[config.mk]
export PLATFORM = sky130hd
export DESIGN_NAME = dds_phase_engine
export DESIGN_NICKNAME = d
export VERILOG_FILES = /design/src/rtl/dds_phase_engine.sv
export SDC_FILE = /design/constraint.sdc
export NUM_CORES = 1
export LEC_CHECK = 0
export CORE_MARGIN = 2
export CORE_UTILIZATION = 45
export DETAILED_ROUTE_END_ITERATION = 10
export HOLD_SLACK_MARGIN = 0.02
export MAX_ROUTING_LAYER = met4
export PLACE_DENSITY = 0.77
export SLEW_MARGIN = 20
export SYNTH_ARGS = -nofsm -noshare
export SYNTH_HDL_FRONTEND = slang
export SYNTH_SLANG_ARGS = --single-unit
[constraint.sdc]
create_clock -name clk_in -period 3.45 [get_ports clk_in]
set_input_delay 0.345 -clock clk_in [delete_from_list [all_inputs] [get_ports clk_in]]
set_output_delay 0.345 -clock clk_in [all_outputs]
set_load 0.02 [all_outputs]
[src/rtl/dds_phase_engine.sv]
// dds_phase_engine: tick divider, five phase accumulators and a noise LFSR for the DDS generator
module dds_phase_engine #(
  parameter int DIV_RATIO    = 10,
  parameter int ACCUM_LENGTH = 24,
  parameter int DAC_SIZE     = 12
) (
  input  logic                    clk_in,
  input  logic                    rst_in,
  input  logic [3:0]              mode_in,
  input  logic [ACCUM_LENGTH-1:0] f0_in,
  input  logic [ACCUM_LENGTH-1:0] f1_in,
  input  logic [ACCUM_LENGTH-1:0] f2_in,
  input  logic [ACCUM_LENGTH-1:0] f3_in,
  input  logic [ACCUM_LENGTH-1:0] f4_in,
  input  logic [23:0]             seed_in,
  input  logic                    sync_in,
  output logic                    tick_out,
  output logic [ACCUM_LENGTH-1:0] phase_out0,
  output logic [ACCUM_LENGTH-1:0] phase_out1,
  output logic [ACCUM_LENGTH-1:0] phase_out2,
  output logic [ACCUM_LENGTH-1:0] phase_out3,
  output logic [ACCUM_LENGTH-1:0] phase_out4,
  output logic [DAC_SIZE-1:0]     psrand_out
);
  localparam int CW = $clog2(DIV_RATIO);
  logic [CW-1:0]           cnt;
  logic [3:0]              mode_q;
  logic [23:0]             lfsr;
  logic                    noise_entry;
  logic [ACCUM_LENGTH-1:0] inc [5];
  logic [ACCUM_LENGTH-1:0] ph  [5];
  assign inc[0] = f0_in;
  assign inc[1] = f1_in;
  assign inc[2] = f2_in;
  assign inc[3] = f3_in;
  assign inc[4] = f4_in;
  assign phase_out0 = ph[0];
  assign phase_out1 = ph[1];
  assign phase_out2 = ph[2];
  assign phase_out3 = ph[3];
  assign phase_out4 = ph[4];
  assign tick_out    = cnt == CW'(DIV_RATIO - 1);
  assign noise_entry = mode_in == 4'd3 && mode_q != 4'd3;
  assign psrand_out  = lfsr[23 -: DAC_SIZE];
  // divider counts 0..DIV_RATIO-1; the terminal count is the tick
  always_ff @(posedge clk_in)
    cnt <= (rst_in || tick_out) ? '0 : cnt + 1'b1;
  // channel 0 runs in every mode but noise, channels 1..4 only in multi-tone; sync clears all
  always_ff @(posedge clk_in)
    for (int i = 0; i < 5; i++)
      if (rst_in || (tick_out && sync_in)) ph[i] <= '0;
      else if (tick_out && (mode_in == 4'd1 || (i == 0 && mode_in != 4'd3))) ph[i] <= ph[i] + inc[i];
  // previous mode, used to detect the first cycle of noise mode
  always_ff @(posedge clk_in)
    mode_q <= rst_in ? 4'd0 : mode_in;
  // seed on noise entry (zero seed would lock up), then step once per tick while in noise
  always_ff @(posedge clk_in)
    if (rst_in) lfsr <= 24'h000001;
    else if (noise_entry) lfsr <= (seed_in == 24'h0) ? 24'h000001 : seed_in;
    else if (mode_in == 4'd3 && tick_out) lfsr <= {lfsr[22:0], lfsr[23] ^ lfsr[22] ^ lfsr[21] ^ lfsr[16]};
endmodule

==> results of run 1 <==
[cell usage after synthesis (13+ instances only)]
| master | number |
|---|---|
| xor2_1 | 52 |
| o21a_1 | 17 |
| nor2_1 | 180 |
| and2_1 | 13 |
| nand3_1 | 29 |
| a21o_1 | 46 |
| o21ai_0 | 51 |
| nand2_1 | 51 |
| clkbuf_1 | 30 |
| nor2b_1 | 13 |
| o22ai_1 | 21 |
| xnor2_1 | 60 |
| inv_1 | 26 |
| o21bai_1 | 16 |
| a21oi_1 | 99 |
| dfxtp_1 | 32 |
| a31oi_1 | 14 |
| nor3_1 | 44 |
| ha_1 | 117 |
| edfxtp_1 | 120 |
[state kept, by name, summed over array words and instances (netlist names)]
name and cells:
cnt 4, lfsr 24, mode_q 4, ph 120
[power by group through the flow]
stage               Combinational [mW]  Clock (mW)  Sequential, mW
floorplan                        0.748           0            2.18
finish                            1.29        1.91            2.08
global route                      1.41        2.02            2.09
global placement                  1.26           0            2.12
detailed placement                1.27           0            2.12
CTS                               1.28        1.94            2.08
[critical path, delay by kind of cell (launching register included)]
kind,cells,cell delay (ns)
DFF,1,0.39
adders and majority gates,2,0.63
AOI/OAI and AO/OA,5,1.32
and+or+nand+nor,3,0.30
xor gates and xnor gates,1,0.21
[metal layers]
metal,global-route usage,routed length (µm)
met5,-,0
met4,0.0594,588
met3,0.0561,1780
met2,0.383,13900
met1,0.298,13300
[worst max path at each step]
stage / startpoint / endpoint / slack [ns] / cells after the start
after global placement: f0_in[0] / ph[0][22] / 0.16 / 12
after CTS: ph[0][0] / ph[0][22] / 0.41 / 11
final: ph[0][0] / ph[0][22] / 0.32 / 11
after detailed placement: f0_in[0] / ph[0][22] / 0.04 / 12
after global routing: ph[0][0] / ph[0][22] / 0.20 / 11
after floorplan: cnt[0] / ph[1][0] / 0.10 / 4
[kinds of logic (layout without fill, tap and decap cells)]
logic type	Yosys count	after routing
AOI/OAI and AO/OA	321	321
xor gates and xnor gates	112	112
adders and majority gates	122	122
buffers and inverters	73	354
DFF	152	152
muxes	2	2
other	0	4
and+or+nand+nor	386	386
[placed cells by master (no fill, tap or decap), types with 10 or more instances in the layout]
cell,count
o21bai_1,16
a21oi_1,99
ha_1,117
clkdlybuf4s50_1,283
o21a_1,17
a211oi_1,12
o21ai_0,51
o22ai_1,21
edfxtp_1,120
inv_1,26
nand2b_1,11
xnor2_1,60
a31oi_1,14
clkbuf_16,18
a21o_1,45
nand3_1,29
nor2b_1,13
and2_1,13
dfxtp_1,32
nand2_1,51
buf_4,10
nor3_1,44
nor2_1,180
xor2_1,52
[stage by stage]
stage / instance area, µm² / cells / worst slack (ns)
final: 14700 / 1777 / 0.321
after global placement: 14100 / 1741 / 0.161
after detailed placement: 14100 / 1741 / 0.0398
after global routing: 14700 / 1777 / 0.203
after CTS: 14700 / 1773 / 0.408
after floorplan: 11000 / 1168 / 0.101
[cell type report]
| class | instances | area share |
|---|---|---|
| Antenna cell | 4 | 0.000680 |
| Clock buffer | 22 | 0.0331 |
| Clock inverter | 10 | 0.00706 |
| Inverter | 27 | 0.00689 |
| Multi-Input combinational cell | 943 | 0.436 |
| Sequential cell | 152 | 0.288 |
| Tap cell | 324 | 0.0275 |
| Timing Repair Buffer | 295 | 0.200 |
==> key figures, run 1 <==
GRT
  – GRT Residual Overflow: 0
  – Largest net degree at the start of global routing: 55
  – Initial antenna violation count: 4
  – Global-route usage over all layers: 0.236
  – Via count of the first global-routing pass: ~9,700
  – Global-route wire length before repair: 48,000 µm

Floorplanning
  – Die boundary height: ~160 µm
  – Horizontal extent of the die: approximately 160 µm
  – Starting utilization of the core area: 0.455
  – Total die area: about 26,000 µm²
  – Cell row count: 57
  – Top-Level Pins: roughly 280
  – Core Box Area: ~24,000 µm²

Clock network
  – Hold-fix buffers at CTS: 0
  – Post-CTS resize count: 0
  – Clock slew at the register clock pins of the worst setup and hold paths: ~0.070 ns
  – Max H-tree Level: 4
  – TritonCTS clock tree: yes
  – CTS max path bufs: 2
  – Worst skew pair latency: around 0.42 ns
  – Number of sinks driven by the clock tree: 152
  – Clock root buffer master: clkbuf_16
  – Number of post-CTS setup repair buffers: 0
  – Total CTS buffers: 17

Detailed routing
  – DR vias: about 9,700
  – Wirelength, routed: ~30,000 µm
  – Detail Route Antenna Nets: 0
  – Router iterations before antenna repair: 5
  – Iteration-0 DRC Markers: roughly 570
  – Vias per cell: approximately 5.4
  – Avg WL per Cell: between 15 and 20 µm
  – Remaining routing DRC violations: 0

Setup path
  – Reg-to-reg startpoint: ph[0][0]
  – Endpoint of the lowest-slack register-to-register path: ph[0][22]
  – Required time of the critical path: 3.59 ns
  – Type of destination of the critical path: flip-flop
  – Worst stage delay on the critical path: 0.41 ns
  – Cell count of the worst reg-to-reg path: 11
  – Register-to-register path setup slack: 0.32 ns
  – Arrival time of the worst setup path: roughly 3.3 ns
  – Most used cell along the critical path: nor2_1
  – Crit-path cells: ha_1 > fa_1 > a21o_1 > a31oi_1 > o211a_1 > nor4b_1 > nor2_1 > o21ai_0 > a221oi_1 > xor2_1 > nor2_1
  – Worst-path cell with the longest stage delay: fa_1
  – Kind of critical path: reg2reg
  – Critical Path Start Type: flip-flop
  – Highest fanout seen on the critical path: 3

Synth
  – Most used DFF post-synth: edfxtp_1
  – Cell variety after synth: 63
  – Number of enable flip-flop cells after synthesis: 120
  – Mapped Cells: between 1,000 and 1,500
  – Main combinational cell family by area after synthesis: compound AO/OA/AOI/OAI gates
  – Cell taking the most area after synthesis: edfxtp_1
  – Post-synthesis adder-cell area fraction: 0.143
  – Cell area after technology mapping: ~11,000 µm²
  – Fraction of the mapped netlist area in simple logic gates: 0.162
  – Top cell type's share of synthesized area: 0.329
  – Count of state elements after synthesis: ~150
  – Asr flop ratio synth: 0
  – Top cells by area in the synthesized netlist: edfxtp_1, ha_1, nor2_1
  – Xor and xnor fraction of the mapped netlist area: 0.0895
  – Mapped Avg Cell Area: approximately 9.4 µm²
  – Synth Area in Compound Gates: 0.188
  – Net count of the mapped netlist: between 1,000 and 1,500
  – Number of synthesis warnings: 0
  – Sequential fraction of the synthesis area: 0.387
  – Multiplexer area fraction after synthesis: 0.00183

Power
  – Clk pwr share: 0.362
  – Design Power: ~5.3 mW
  – Combinational group share of total power: 0.244
  – Part of the total power dissipated in sequential elements: 0.394
  – Max rail drop VDD: 0.000281 V
  – Leakage component of the power: between 5 and 6 nW
  – Internal power contribution: roughly 3.8 mW
  – Switching share of power: 0.287
  – Sw power: 1.51 mW
  – Power per unit of standard cell area: approximately 360 nW/µm²

Timing
  – Achievable clock frequency: around 320 MHz
  – Total negative setup slack: 0 ns
  – Final hold violation count: 0
  – Setup violations, final: 0
  – Worst clock skew: 0.0133 ns
  – Setup repair after global routing missed its margin: false
  – Slew @ Worst Pin: around 1 ns
  – Pins over their slew limit: 0
  – Worst hold slack across all endpoints: between 0.4 and 0.5 ns
  – Minimum clock period: approximately 3.1 ns
  – Tightest slew margin relative to the limit: 0.346
  – Portion of the clock cycle consumed by the worst path in the final layout: 0.907

Worst hold path
  – WHS Endpoint: lfsr[10]
  – Hold Path Depth: 2
  – Startpoint of the most critical hold path: lfsr[9]
  – Worst min-delay path category: reg2reg

Cells and area
  – Layout net count: roughly 1,700
  – Layout area overhead: 34.2%
  – Fraction of layout instances using a drive strength above 1: 0.0373
  – Number of fill cells: between 2,000 and 2,500
  – Area occupied by multi-input gates: approximately 6400 µm²
  – End-of-flow core utilization: 0.610
  – Footprint of the flip-flops and latches: between 4000 and 5000 µm²

Run
  – Max Cap Violations: 0

Placed design
  – HPWL Detailed: roughly 22,000 µm
  – Port buffer count: roughly 280
  – Final weighted congestion in routability-driven placement: around 0.90

Outcome
  – Outcome: completed
No activity file was read; power rests on OpenSTA's default activity.
==> run 2: changes to the inputs <==
--- a/config.mk
+++ b/config.mk
@@ -11,7 +11,6 @@
 export HOLD_SLACK_MARGIN = 0.02
 export MAX_ROUTING_LAYER = met4
 export PLACE_DENSITY = 0.77
-export SLEW_MARGIN = 20
 export SYNTH_ARGS = -nofsm -noshare
 export SYNTH_HDL_FRONTEND = slang
 export SYNTH_SLANG_ARGS = --single-unit
==> results of run 2 <==
The final DEF is identical to that of run 1; final timing and power are the same.
==> run 3: changes to the inputs <==
--- a/config.mk
+++ b/config.mk
@@ -5,9 +5,9 @@
 export SDC_FILE = /design/constraint.sdc
 export NUM_CORES = 1
 export LEC_CHECK = 0
-export CORE_MARGIN = 2
 export CORE_UTILIZATION = 45
 export DETAILED_ROUTE_END_ITERATION = 10
+export GPL_TIMING_DRIVEN = 0
 export HOLD_SLACK_MARGIN = 0.02
 export MAX_ROUTING_LAYER = met4
 export PLACE_DENSITY = 0.77
==> key figures, run 3 (synthesis results as in run 1) <==
Outcome
  – Outcome: completed

Setup path
  – Kind of critical path: reg2reg
  – Crit-path cells: ha_1 > fa_1 > a21o_1 > a31oi_1 > o211a_1 > nor4b_1 > nor2_1 > o21ai_0 > a221oi_1 > xor2_1 > nor2_1
  – Worst-path cell with the longest stage delay: edfxtp_1
  – Family with the most delay on the worst path: compound AO/OA/AOI/OAI gates
  – Register-to-register path setup slack: ~0.22 ns
  – Arrival time of the worst setup path: between 3 and 4 ns
  – Type of destination of the critical path: flip-flop
  – Highest fanout seen on the critical path: 3
  – CP Buf/Inv Count: 0
  – Worst stage delay on the critical path: ~0.42 ns
  – Required time of the critical path: roughly 3.6 ns
  – Most used cell along the critical path: nor2_1
  – Critical Path Start Type: flip-flop

Detailed routing
  – DR vias: between 9,000 and 10,000
  – Avg WL per Cell: between 15 and 20 µm
  – Remaining routing DRC violations: 0
  – Router iterations before antenna repair: 5
  – Wirelength, routed: just over 30,000 µm
  – Vias per cell: between 5 and 6
  – Iteration-0 DRC Markers: 545
  – Detail Route Antenna Nets: 0

Cells and area
  – Number of fill cells: a little over 2,000
  – Fraction of layout instances using a drive strength above 1: 0.0377
  – Non-Filler Cell Area, Final: approximately 15,000 µm²
  – Area occupied by multi-input gates: approximately 6400 µm²
  – Layout area overhead: 35.1%
  – Top flop regs: ph: 120 flops, lfsr: 24 flops
  – Most common library cell in the layout ignoring fill and taps: clkdlybuf4s50_1
  – Reg with most FFs: ph
  – Leading cell types in the layout, fill and taps excluded: clkdlybuf4s50_1, nor2_1, edfxtp_1, ha_1, a21oi_1
  – Number of flip-flops in the largest register: 120
  – Layout net count: approximately 1,700
  – Footprint of the flip-flops and latches: between 4000 and 5000 µm²

Floorplanning
  – Horizontal extent of the die: 158 µm
  – Die boundary height: 158 µm
  – Core Box Area: roughly 24,000 µm²
  – Top-Level Pins: about 280
  – Total die area: roughly 25,000 µm²
  – Starting utilization of the core area: 0.463
  – Cell row count: 56

Timing
  – Final hold violation count: 0
  – Total negative setup slack: 0 ns
  – Pins over their slew limit: 0
  – Setup violations, final: 0
  – Achievable clock frequency: 310 MHz
  – Tightest slew margin relative to the limit: 0.185
  – Slew @ Worst Pin: between 1 and 1.5 ns
  – Portion of the clock cycle consumed by the worst path in the final layout: 0.936
  – Worst hold slack across all endpoints: 0.322 ns
  – Minimum clock period: around 3.2 ns
  – Worst clock skew: 0.0126 ns
  – Setup repair after global routing missed its margin: false

Clock network
  – Total CTS buffers: 17
  – CTS max path bufs: 2
  – TritonCTS clock tree: yes
  – Hold-fix buffers at CTS: 0
  – Clock slew at the register clock pins of the worst setup and hold paths: approximately 0.07 ns
  – Worst skew pair latency: 0.43 ns
  – Number of post-CTS setup repair buffers: 0
  – Number of sinks driven by the clock tree: around 150
  – Clock root buffer master: clkbuf_16
  – Post-CTS resize count: 0
  – Max H-tree Level: 4

Placed design
  – Final weighted congestion in routability-driven placement: 0.953
  – HPWL Detailed: approximately 23,000 µm
  – Port buffer count: 282
  – Total placed instance area: between 10,000 and 15,000 µm²

GRT
  – Largest net degree at the start of global routing: 60
  – Via count of the first global-routing pass: between 9,000 and 10,000
  – Global-route usage over all layers: 0.247
  – Initial antenna violation count: 1
  – Global-route wire length before repair: approximately 47,000 µm
  – GRT Residual Overflow: 0

Run
  – Max Cap Violations: 0

Power
  – Max rail drop VDD: slightly above 0.0003 V
  – Leakage component of the power: 6.00 nW
  – Design Power: around 5.3 mW
  – Power per unit of standard cell area: 356 nW/µm²

Worst hold path
  – Worst min-delay path category: in2reg
==> run 3: cell count changes in the layout (fill, tap and decap cells not counted), sizes merged <==
cell           delta
buf               +6
clkdlybuf4s50     -1
clkbuf           +25
clkinv            +1
diode             -3
inv               +4
==> run 3: power breakdown <==
group / internal [mW] / switching, mW
registers: 2.04 / 0.0455
logic: 0.628 / 0.661
clock network: 1.03 / 0.872
total: 3.69 / 1.58
==> run 3: path summary, 6_finish.rpt <==
path                             endpoint     start  cells past startpoint
worst min-delay path            mode_q[1]    rst_in                      2
worst max register to register  ph[0][22]  ph[0][0]                     11
worst min register to register    lfsr[0]   lfsr[0]                      2
worst max-delay path            ph[0][22]  ph[0][0]                     11
==> run 3: area by class of cell <==
cell class | count | area share
antenna | 1 | 0.000169
buffer | 46 | 0.0147
tap | 319 | 0.0269
sequential | 152 | 0.286
multi-input combinational | 943 | 0.433
clock buffer | 17 | 0.0287
timing repair buffer | 284 | 0.193
clock inverter | 15 | 0.0104
inverter | 27 | 0.00684
==> run 3: through the flow <==
stage                util  setup WS [ns]  cells
floorplan               -          0.101   1168
global placement    0.599          -1.23   1769
detailed placement  0.601        -0.0906   1771
CTS                 0.625          0.250   1803
global route        0.626         0.0753   1804
finish              0.626          0.220   1804
==> run 3: worst register-to-register path: cells and delay by family, from the launching register on <==
| family | cells | cell delay [ns] |
|---|---|---|
| flops | 1 | 0.42 |
| simple gates | 3 | 0.31 |
| xor+xnor | 1 | 0.24 |
| fa+ha+maj | 2 | 0.63 |
| compound gates | 5 | 1.36 |
==> run 3: per-layer routing <==
layer | routed length, µm | global-route usage
met5 | 0 | -
met4 | 927 | 0.0911
met3 | 1550 | 0.0402
met2 | 13900 | 0.389
met1 | 13800 | 0.319
